<file path="src/rtl/eth_rx_crc_check.sv">
`default_nettype none
// +-------------------------------------------------------------------------+
// | eth_rx_crc_check: strips preamble/SFD, forwards payload, holds back FCS, |
// | and reports length and CRC/runt/oversize status per frame.              |
// | Revision: 1.0                                                           |
// +-------------------------------------------------------------------------+
module eth_rx_crc_check #(
   parameter int MAX_LEN = 1518,
   parameter int LEN_W   = 11
) (
   input  logic             clk50,
   input  logic             reset,
   input  logic [7:0]       in_data,
   input  logic             in_valid,
   input  logic             in_eop,
   output logic [7:0]       out_data,
   output logic             out_valid,
   output logic             out_sop,
   output logic             frame_done,
   output logic [LEN_W-1:0] frame_len,
   output logic             crc_ok,
   output logic             runt,
   output logic             toolong
);

   localparam logic [1:0] S_HUNT = 2'd0;
   localparam logic [1:0] S_DATA = 2'd1;
   localparam logic [1:0] S_FIN  = 2'd2;
   localparam logic [1:0] S_DROP = 2'd3;

   localparam logic [7:0]       C_PRE      = 8'h55;
   localparam logic [7:0]       C_SFD      = 8'hD5;
   localparam logic [31:0]      C_CRC_INIT = 32'hFFFF_FFFF;
   localparam logic [31:0]      C_POLY     = 32'hEDB8_8320;
   localparam logic [31:0]      C_RESIDUE  = 32'hC704_DD7B;
   localparam logic [LEN_W-1:0] C_LEN_SAT  = '1;
   localparam logic [LEN_W-1:0] C_MAX_LEN  = LEN_W'(MAX_LEN);
   localparam logic [LEN_W-1:0] C_MIN_LEN  = LEN_W'(4);
   localparam logic [2:0]       C_DL_FULL  = 3'd4;

   function automatic logic [31:0] crc_byte(input logic [31:0] crc, input logic [7:0] data);
      logic [31:0] c;
      c = crc ^ {24'd0, data};
      for (int i = 0; i < 8; i++) begin
         c = c[0] ? ((c >> 1) ^ C_POLY) : (c >> 1);
      end
      return c;
   endfunction

   logic [1:0]       state_q, state_d;
   logic [31:0]      crc_q, crc_d;
   logic [LEN_W-1:0] cnt_q, cnt_d;
   logic [LEN_W-1:0] emit_q, emit_d;
   logic [7:0]       dl_q [0:3];
   logic [7:0]       dl_d [0:3];
   logic [2:0]       fill_q, fill_d;
   logic [7:0]       out_data_q, out_data_d;
   logic             out_valid_q, out_valid_d;
   logic             out_sop_q, out_sop_d;
   logic             frame_done_q, frame_done_d;
   logic [LEN_W-1:0] frame_len_q, frame_len_d;
   logic             crc_ok_q, crc_ok_d;
   logic             runt_q, runt_d;
   logic             toolong_q, toolong_d;

   logic [31:0]      w_crc_rev;
   logic             w_finish;

   // Residue constant is in MSB-first order; the register runs reflected.
   assign w_crc_rev = {<<{crc_q}};
   // A byte arriving with eop detours through S_FIN so its emission never
   // coincides with frame_done.
   assign w_finish  = ((state_q == S_DATA) && in_eop && !in_valid) || (state_q == S_FIN);

   always_ff @(posedge clk50) begin
      if (reset) begin
         state_q      <= S_HUNT;
         crc_q        <= C_CRC_INIT;
         cnt_q        <= '0;
         emit_q       <= '0;
         fill_q       <= '0;
         for (int i = 0; i < 4; i++) dl_q[i] <= '0;
         out_data_q   <= '0;
         out_valid_q  <= 1'b0;
         out_sop_q    <= 1'b0;
         frame_done_q <= 1'b0;
         frame_len_q  <= '0;
         crc_ok_q     <= 1'b0;
         runt_q       <= 1'b0;
         toolong_q    <= 1'b0;
      end else begin
         state_q      <= state_d;
         crc_q        <= crc_d;
         cnt_q        <= cnt_d;
         emit_q       <= emit_d;
         fill_q       <= fill_d;
         for (int i = 0; i < 4; i++) dl_q[i] <= dl_d[i];
         out_data_q   <= out_data_d;
         out_valid_q  <= out_valid_d;
         out_sop_q    <= out_sop_d;
         frame_done_q <= frame_done_d;
         frame_len_q  <= frame_len_d;
         crc_ok_q     <= crc_ok_d;
         runt_q       <= runt_d;
         toolong_q    <= toolong_d;
      end
   end

   always_comb begin
      state_d = state_q;
      case (state_q)
         S_HUNT: begin
            if (in_valid) begin
               if (in_data == C_SFD)      state_d = S_DATA;
               else if (in_data != C_PRE) state_d = S_DROP;
            end
         end
         S_DATA: begin
            if (in_eop) state_d = in_valid ? S_FIN : S_HUNT;
         end
         S_FIN:  state_d = S_HUNT;
         S_DROP: begin
            if (in_eop) state_d = S_HUNT;
         end
         default: state_d = S_HUNT;
      endcase
   end

   always_comb begin
      crc_d        = crc_q;
      cnt_d        = cnt_q;
      emit_d       = emit_q;
      fill_d       = fill_q;
      for (int i = 0; i < 4; i++) dl_d[i] = dl_q[i];
      out_data_d   = out_data_q;
      out_valid_d  = 1'b0;
      out_sop_d    = 1'b0;
      frame_done_d = 1'b0;
      frame_len_d  = frame_len_q;
      crc_ok_d     = crc_ok_q;
      runt_d       = runt_q;
      toolong_d    = toolong_q;

      if ((state_q == S_HUNT) && in_valid && (in_data == C_SFD)) begin
         crc_d  = C_CRC_INIT;
         cnt_d  = '0;
         emit_d = '0;
         fill_d = '0;
      end

      if ((state_q == S_DATA) && in_valid) begin
         crc_d = crc_byte(crc_q, in_data);
         if (cnt_q != C_LEN_SAT) cnt_d = cnt_q + 1'b1;
         dl_d[0] = in_data;
         for (int i = 1; i < 4; i++) dl_d[i] = dl_q[i-1];
         if (fill_q == C_DL_FULL) begin
            out_data_d  = dl_q[3];
            out_valid_d = 1'b1;
            out_sop_d   = (emit_q == '0);
            if (emit_q != C_LEN_SAT) emit_d = emit_q + 1'b1;
         end else begin
            fill_d = fill_q + 1'b1;
         end
      end

      if (w_finish) begin
         frame_done_d = 1'b1;
         frame_len_d  = emit_q;
         runt_d       = (cnt_q < C_MIN_LEN);
         crc_ok_d     = (cnt_q >= C_MIN_LEN) && (w_crc_rev == C_RESIDUE);
         toolong_d    = (cnt_q > C_MAX_LEN);
      end
   end

   assign out_data   = out_data_q;
   assign out_valid  = out_valid_q;
   assign out_sop    = out_sop_q;
   assign frame_done = frame_done_q;
   assign frame_len  = frame_len_q;
   assign crc_ok     = crc_ok_q;
   assign runt       = runt_q;
   assign toolong    = toolong_q;

endmodule
`default_nettype wire
</file>
<file path="config.mk">
export PLATFORM = sky130hd
export DESIGN_NAME = eth_rx_crc_check
export DESIGN_NICKNAME = d
export VERILOG_FILES = /design/src/rtl/eth_rx_crc_check.sv
export SDC_FILE = /design/constraint.sdc
export NUM_CORES = 1
export LEC_CHECK = 0
export CAP_MARGIN = 40
export CORE_UTILIZATION = 35
export CTS_BUF_LIST = sky130_fd_sc_hd__clkbuf_2
export DETAILED_ROUTE_END_ITERATION = 8
export PLACE_DENSITY = 0.52
export SYNTH_ARGS = -nofsm -noshare
export SYNTH_HDL_FRONTEND = slang
export SYNTH_SLANG_ARGS = --single-unit
</file>
<file path="constraint.sdc">
create_clock -name clk50 -period 2.15 [get_ports clk50]
set_input_delay 0.215 -clock clk50 [delete_from_list [all_inputs] [get_ports clk50]]
set_output_delay 0.215 -clock clk50 [all_outputs]
set_load 0.1 [all_outputs]
</file>
==> results.toml, run 1 <==
[route]
drtAntennaViolNets = 0
top_layer = "met4"
dr.pass1.iters = 4
wl_mm = 13.0
remaining_drc_errors = 0
met2_length_mm = 5.99
viasPerCell = 4.88
wl_met1_mm = 6.24
first_iter_violations = 306
vias = 4408
wl_per_cell_um = 14.4
dr_wl_met3_um = 535

[logic_synthesis]
postSynthAreaPerCell_um2 = 9.12
yosys-top-cells-area = "dfxtp_1 42%, nand2_1 8.8%, a21oi_1 6.0%, xnor3_1 4.9%, xnor2_1 4.8%"
synth_top_area_share_pct = 42.3
synth_nets = 620
ys_ff_latch = 116
synth.distinct_cells = 51
ys_seq_area_share_pct = 42.3
netlist_area_mm2 = 0.00549
async_reset_ff_share_pct = 0
yosysWarnings = 0
ys.flop_type = "dfxtp_1"
synth_area_leader_cell = "dfxtp_1"
synth_edf_count = 0
syn_inst = 602

[global_route]
overflow = 0
grt_pass1_vias = 4249
grt_pass1_wl_mm = 21.8
grt.total_usage_pct = 17.2
grt_max_degree = 46
antenna_found_initial = 0

[place]
place_area_mm2 = 0.00636
place_congestion = 0.805
port_buffers = 36
place_inst = 870
place_hpwl_mm = 9.08

[sta]
period_share_pct = 90.8
worstMarginPinSlew_ns = 0.552
fin_tns_setup_ns = 0
relSlewSlack_pct = 62.9
rsz0062_at_grt = "false"
finalHoldWorstSlack_ns = 0.226
fmaxAchievable_ghz = 0.512
hold_violations = 0
finalSetupViolations = 0
drv_slew = 0
fin_skew_ns = 0.0231
min_period_ns = 1.95

[cts]
clockBufferDepth = 2
postCtsSetupBuffers = 0
clock_latency_ns = 0.67
cts_max_level = 4
numCtsBuffers = 17
root_buffer = "clkbuf_2"
clock-sinks = 116
cts_tree = "built"
path_clk_slew_ns = 0.19

[worst_setup_path]
critPathCaptureType = "flop"
cp-start-kind = "flop"
r2r-start = "state_q[1]"
critPathRequiredTime_ns = 2.76
rrSetupSlack_ns = 0.20
cp.arrival_ns = 2.56
crit_type = "flop to flop"
critical_path.max_fanout = 32
cp-startpoint = "state_q[1]"

[cells_and_area]
drive_gt1_share_pct = 19.4
mostFrequentLayoutCells = "129 x nand2_1, 116 x dfxtp_1, 80 x buf_4"
area_delta_synth_final_pct = 20.6
final_area_mm2 = 0.00662
nets = 697
layoutNonFillerInstCount = 903
final_common_cell = "nand2_1"
n_antenna_cell = 0

[pwr]
peakVddDrop_mv = 0.511
power_leakage_nw = 2.63
power.density_mw_per_mm2 = 739

[floorplanning]
core_mm2 = 0.0153
die_w_um = 127
initial_core_util_pct = 36.0
die_h_um = 127
io_pins = 37
die-area_mm2 = 0.0162
rows = 45

[worst_hold_path]
worstHoldStart = "in_data[5]"
hold_class = "input pin to flop"

[flow_run]
max_cap_viol_count = 0

[run_status]
status = "finished clean"
==> report_power, final <==
| group | switching (mW) | total [mW] | internal [mW] | leakage, nW |
|---|---|---|---|---|
| logic | 0.485 | 1.14 | 0.654 | 1.56 |
| registers | 0.0599 | 2.27 | 2.21 | 0.938 |
| clock network | 0.859 | 1.49 | 0.631 | 0.137 |
| total | 1.40 | 4.90 | 3.49 | 2.63 |
==> repair_timing <==
action                     in CTS  in global routing
hold buffers                    1                  0
setup endpoints to repair       0                  3
hold endpoints to repair       10                  0
gates resized for setup         0                  1
==> per-layer routing <==
metal,up-vias,GRT usage (%)
li1,2237,-
met1,2069,23.0
met2,91,27.1
met3,11,3.81
met4,0,6.44
met5,-,0
==> state kept, by name, summed over array words and instances (netlist names) <==
name / flops
out_data: 8
runt: 1
fill_q: 3
frame_done: 1
crc_ok: 1
emit_q: 11
frame_len: 11
crc_q: 32
out_sop: 1
dl_q: 32
state_q: 2
cnt_q: 11
out_valid: 1
toolong: 1
==> cell families after synthesis <==
| kind of cell | count (synthesis) | share of synthesized area [%] |
|---|---|---|
| buffers and inverters | 45 | 3.21 |
| DFF | 116 | 42.3 |
| muxes | 14 | 2.57 |
| and+or+nand+nor | 234 | 19.7 |
| xor gates and xnor gates | 69 | 18.5 |
| adders and majority gates | 6 | 1.37 |
| AOI/OAI and AO/OA | 118 | 12.4 |
==> worst max-delay path, stage by stage (launching register included) <==
cell and delay (ns):
dfxtp_1 0.41, or4bb_1 0.53, or3_1 0.41, nand2_1 0.15, buf_12 0.20, o22ai_1 0.11, nand2_1 0.08
==> path summary, 6_finish.rpt <==
kind	end	cells after the start
worst max-delay path	crc_q[3]	6
worst min-delay path	dl_q[0][5]	3
worst max register to register	crc_q[3]	6
worst min register to register	out_data[5]	2
==> cells in the mapped netlist (6+ instances only) <==
cell      instances
a21oi_1          66
buf_2             6
clkbuf_1         26
dfxtp_1         116
ha_1              6
inv_1             8
mux2i_1          13
nand2_1         129
nand3_1          12
nand4_1           7
nand4b_1          7
nor2_1           38
nor3_1            7
nor4_1            6
o22ai_1          27
xnor2_1          30
xnor2_2           6
xnor3_1          12
xor2_1            8
==> stage by stage <==
stage	setup WS (ns)	total power, mW	util [%]
2_1_floorplan	0.122	3.10	-
3_3_place_gp	-0.179	3.45	41.7
6_report	0.199	4.90	43.4
4_1_cts	0.133	4.96	43.4
3_5_place_dp	-0.175	3.46	41.7
5_1_grt	0.0221	5.13	43.4
==> area by class of cell <==
class | count | area [um2]
fill | 1546 | 8630
multi-input combinational | 441 | 3000
sequential | 116 | 2320
timing repair buffer | 94 | 756
tap | 211 | 264
clock inverter | 15 | 165
clock buffer | 17 | 85.1
inverter | 9 | 33.8
Note: power is estimated with default switching activity, not from simulation.
==> inputs of run 2 (changes only) <==
Settings changed: CORE_UTILIZATION 35 to 55, CTS_CLUSTER_SIZE from default to 20, PLACE_DENSITY 0.52 to 0.76.
==> run 2 against run 1 <==
- largest cell class unchanged
- final cell count is 9.5% lower
- non-clock buffer count decreased by 8
- utilization is 24 points higher
==> results.toml, run 2 (synthesized netlist as in run 1, its figures left out) <==
[worst_setup_path]
rrSetupSlack_ns = 0.14
reg2regPathDepth = 5
r2r-start = "crc_q[5]"
cp.depth = 5
critPathRequiredTime_ns = 2.67
cp-start-kind = "flop"
critPathCaptureType = "flop"
endpoint = "crc_q[19]"
cp.arrival_ns = 2.53
cp_top_family = "XOR/XNOR gates"
r2r_end = "crc_q[19]"
slowest_stage = "xnor3_2"
critical_path.max_fanout = 3
path_buf_inv = 0
slowest_delay_ns = 0.49
crit_type = "flop to flop"
cp-startpoint = "crc_q[5]"
worstPathCellList = "xnor2_2, xnor3_2, xnor2_1, or4_1, o311a_1"

[global_route]
grt.total_usage_pct = 24.2
grtUsageMet1_pct = 31.3
busiest_layer = "met2"
met3_usage_pct = 5.54
antenna_found_initial = 0
grt_pass1_vias = 4100
grt_pass1_wl_mm = 19.5
overflow = 0
met2_usage_pct = 39.9
grt_max_degree = 64

[route]
wl_mm = 11.9
first_iter_violations = 273
remaining_drc_errors = 0
vias = 4506
wl_per_cell_um = 14.5
viasPerCell = 5.52
drtAntennaViolNets = 0
dr.pass1.iters = 4

[cells_and_area]
final_common_cell = "nand2_1"
mostFrequentLayoutCells = "129 x nand2_1, 116 x dfxtp_1, 71 x buf_4"
nets = 689
n_antenna_cell = 0
drive_gt1_share_pct = 18.4
largestRegisters = "crc_q (32), dl_q (32)"
area_delta_synth_final_pct = 18.7

[flow_run]
max_cap_viol_count = 0

[cts]
cts_tree = "built"
clock-sinks = 116
clock_latency_ns = 0.66
path_clk_slew_ns = 0.20
numCtsBuffers = 17
root_buffer = "clkbuf_2"
postCtsSetupBuffers = 0
clockBufferDepth = 2
cts_max_level = 4

[pwr]
pwr-share-clk_pct = 33.0
switching_share_pct = 28.1
combPwrFrac_pct = 22.1
power.density_mw_per_mm2 = 775
pwr-share-seq_pct = 44.9
power_leakage_nw = 2.63
peakVddDrop_mv = 0.475
switchingPower_mw = 1.42
p_int_mw = 3.63
total_power_mw = 5.05

[floorplanning]
rows = 36
initial_core_util_pct = 56.4
die_h_um = 102
core_mm2 = 0.00973
io_pins = 37
die_w_um = 102
die-area_mm2 = 0.0104

[run_status]
status = "finished clean"

[place]
port_buffers = 36
place_hpwl_mm = 8.34
place_congestion = 0.871

[sta]
period_share_pct = 93.4
relSlewSlack_pct = 62.0
drv_slew = 0
min_period_ns = 2.01
finalSetupViolations = 0
fin_tns_setup_ns = 0
rsz0062_at_grt = "false"
fin_skew_ns = 0.0417
fmaxAchievable_ghz = 0.498
hold_violations = 0
worstMarginPinSlew_ns = 0.567

[worst_hold_path]
hold_class = "input pin to flop"
[run 2: changes by cell type in the layout (fill, tap and decap cells not counted)]
cell,before,now
clkinv_2,6,2
bufinv_16,3,4
clkinvlp_4,6,0
clkbuf_2,17,18
buf_4,80,71
buf_12,2,3
inv_6,0,3
clkinv_4,0,5
[run 2: worst min-delay path by stage]
stage                 end       start  slack, ns  cells past startpoint
6_report       dl_q[0][2]  in_data[2]       0.21                      3
5_1_grt        dl_q[0][1]  in_data[1]       0.17                      3
4_1_cts        dl_q[0][2]  in_data[2]       0.16                      3
3_5_place_dp   dl_q[2][7]  dl_q[1][7]       0.44                      2
3_3_place_gp   dl_q[1][1]  dl_q[0][1]       0.44                      2
2_1_floorplan   out_valid       reset       0.30                      1
[run 2: through the flow]
| step | instances | hold WS [ns] | setup slack [ns] | utilization, % | cell area, um2 |
|---|---|---|---|---|---|
| finish | 817 | 0.212 | 0.142 | 67.0 | 6520 |
| global route | 817 | 0.168 | 0.0158 | 67.0 | 6520 |
| CTS | 817 | 0.163 | 0.110 | 67.0 | 6520 |
| detailed placement | 784 | 0.443 | -0.185 | 63.9 | 6220 |
| global placement | 784 | 0.439 | -0.125 | 63.9 | 6220 |
| floorplan | 602 | 0.299 | 0.122 | - | 5490 |
[run 2: final cells by class]
cell class	count	area (um2)
sequential	116	2320
multi-input combinational	441	3000
fill	807	3210
clock inverter	14	200
clock buffer	18	90.1
tap	133	166
timing repair buffer	86	708
inverter	9	33.8
[run 2: worst reg2reg max path: stages (launching register included)]
cell     delay (ns)
dfxtp_1        0.45
xnor2_2        0.14
xnor3_2        0.49
xnor2_1        0.19
or4_1          0.49
o311a_1        0.14
[run 2: repair_timing]
item	4_1_cts	5_1_grt
endpoints found under the setup margin	0	5
hold buffers	1	0
hold endpoints to repair	11	0
gates resized for setup	0	1
[run 2: routing by layer]
layer | share of wire, % | routed length (um)
met1 | 44 | 5230
met2 | 49 | 5770
met3 | 5.6 | 664
met4 | 1.6 | 189
met5 | 0 | 0
[run 2: power by group through the flow]
stage          combinational, mW  sequential (mW)  clock (mW)
6_report                    1.12             2.27        1.67
5_1_grt                     1.19             2.28        1.80
4_1_cts                     1.12             2.27        1.71
3_5_place_dp                1.11             2.31           0
3_3_place_gp                1.10             2.31           0
2_1_floorplan              0.786             2.32           0
==> inputs of run 3 (changes only) <==
Settings changed: CORE_UTILIZATION 55 to 53, CTS_BUF_LIST sky130_fd_sc_hd__clkbuf_2 to default, PLACE_DENSITY 0.76 to 0.74.
==> run 3 against run 2 <==
- final cell count increased by 0.24%
- via count increased by 1.8%
- total power increased by 18%
- worst hold slack worse by 0.18 ns
- clock-buffer cell count stayed put
- non-clock buffer count is 3 higher
- first-iteration DRC count is 9.9% higher
- maximum frequency is 0.12% lower
- flip-flop and latch count unchanged
- clock power grew 52%
- critical path type unchanged
==> results.toml, run 3 (synthesized netlist as in run 1, its figures left out) <==
[sta]
drv_slew = 0
layout_setup_ws_ns = 0.140
min_period_ns = 2.01
period_share_pct = 93.5
fmaxAchievable_ghz = 0.497
finalHoldWorstSlack_ns = 0.0271
worstMarginPinSlew_ns = 0.585
relSlewSlack_pct = 60.5
fin_skew_ns = 0.00733
finalSetupViolations = 0
hold_violations = 0
rsz0062_at_grt = "false"

[pwr]
peakVddDrop_mv = 0.637
power_leakage_nw = 2.73
power.density_mw_per_mm2 = 879

[cts]
clock-sinks = 116
cts_max_level = 4
clock_latency_ns = 0.51
cts_resized = 0
root_buffer = "clkbuf_8"
clockBufferDepth = 2
numCtsBuffers = 17
path_clk_slew_ns = 0.06
postCtsSetupBuffers = 0
cts_hold_buffers = 0
cts_tree = "built"

[cells_and_area]
nets = 692
drive_gt1_share_pct = 18.7
layoutNonFillerInstCount = 819
final_common_cell = "nand2_1"
mostFrequentLayoutCells = "129 x nand2_1, 116 x dfxtp_1, 76 x buf_4"
n_antenna_cell = 0
fin_util_pct = 68.3
area_delta_synth_final_pct = 23.3
largestRegisters = "crc_q (32), dl_q (32)"

[run_status]
status = "finished clean"

[floorplanning]
die_h_um = 104
core_mm2 = 0.00991
die_w_um = 104
rows = 36
io_pins = 37
initial_core_util_pct = 55.4
die-area_mm2 = 0.0108

[worst_hold_path]
min_to = "state_q[1]"
worstHoldStart = "reset"
hold_depth = 2
hold_class = "input pin to flop"

[route]
drtAntennaViolNets = 0
first_iter_violations = 300
dr.pass1.iters = 5
viasPerCell = 5.60
wl_mm = 12.7
wl_per_cell_um = 15.5
vias = 4588
remaining_drc_errors = 0

[worst_setup_path]
r2r-start = "cnt_q[1]"
critPathRequiredTime_ns = 2.56
reg2regPathDepth = 6
cp-start-kind = "flop"
rrSetupSlack_ns = 0.14
critPathCaptureType = "flop"
crit_type = "flop to flop"
r2r_end = "cnt_q[5]"
cp.arrival_ns = 2.42
critical_path.max_fanout = 8

[global_route]
antenna_found_initial = 0
overflow = 0
grt_pass1_vias = 4359
grt_pass1_wl_mm = 21.1
grt_max_degree = 46
grt.total_usage_pct = 24.5

[place]
place_inst = 788
place_congestion = 0.863
dp_slack_ns = -0.130
place_hpwl_mm = 8.53
port_buffers = 36

[flow_run]
max_cap_viol_count = 0
## run 3: cell count changes in the layout (fill, tap and decap cells not counted), sizes merged
cell and delta:
clkinv -2, inv -1, buf +4, dlygate4sd3 -1
clkinvlp +5, bufinv -3
## run 3: metrics by stage
stage / TNS [ns] / area, um2 / power [mW]
floorplan: 0 / 5490 / 3.10
global placement: -0.961 / 6230 / 3.42
finish: 0 / 6770 / 5.95
detailed placement: -1.55 / 6230 / 3.44
global route: 0 / 6770 / 6.18
CTS: 0 / 6770 / 5.98
## run 3: where the power goes
group	switching, mW	internal (mW)
logic	0.489	0.650
clock network	0.997	1.55
registers	0.0624	2.21
total	1.55	4.40
## run 3: cell type report
type,count,area [um2]
Fill cell,771,3140
Clock inverter,13,110
Multi-Input combinational cell,441,3000
Sequential cell,116,2320
Clock buffer,18,428
Tap cell,133,166
Inverter,9,33.8
Timing Repair Buffer,89,716
## run 3: worst max-delay path by stage
stage / from / end / slack (ns) / depth (start not counted)
6_report: cnt_q[1] / cnt_q[5] / 0.14 / 6
5_1_grt: cnt_q[1] / cnt_q[5] / 0.03 / 6
4_1_cts: cnt_q[1] / cnt_q[5] / 0.14 / 6
3_5_place_dp: in_data[0] / crc_q[4] / -0.13 / 7
3_3_place_gp: in_data[0] / crc_q[4] / -0.12 / 7
2_1_floorplan: crc_q[5] / crc_q[19] / 0.12 / 5
## run 3: per-layer routing
| layer | global-route usage (%) | up-vias | share of wire [%] |
|---|---|---|---|
| met2 | 40.8 | 133 | 49 |
| met5 | 0 | - | 0 |
| met1 | 31.2 | 2192 | 45 |
| li1 | - | 2237 | - |
| met3 | 4.78 | 26 | 4.9 |
| met4 | 10.1 | 0 | 2.0 |
## run 3: critical path: stages, from the launching register on
cell and delay (ns):
dfxtp_1 0.40, ha_1 0.24, and4_1 0.23, a41o_1 0.31, and2_1 0.34, inv_1 0.11
a311oi_1 0.28
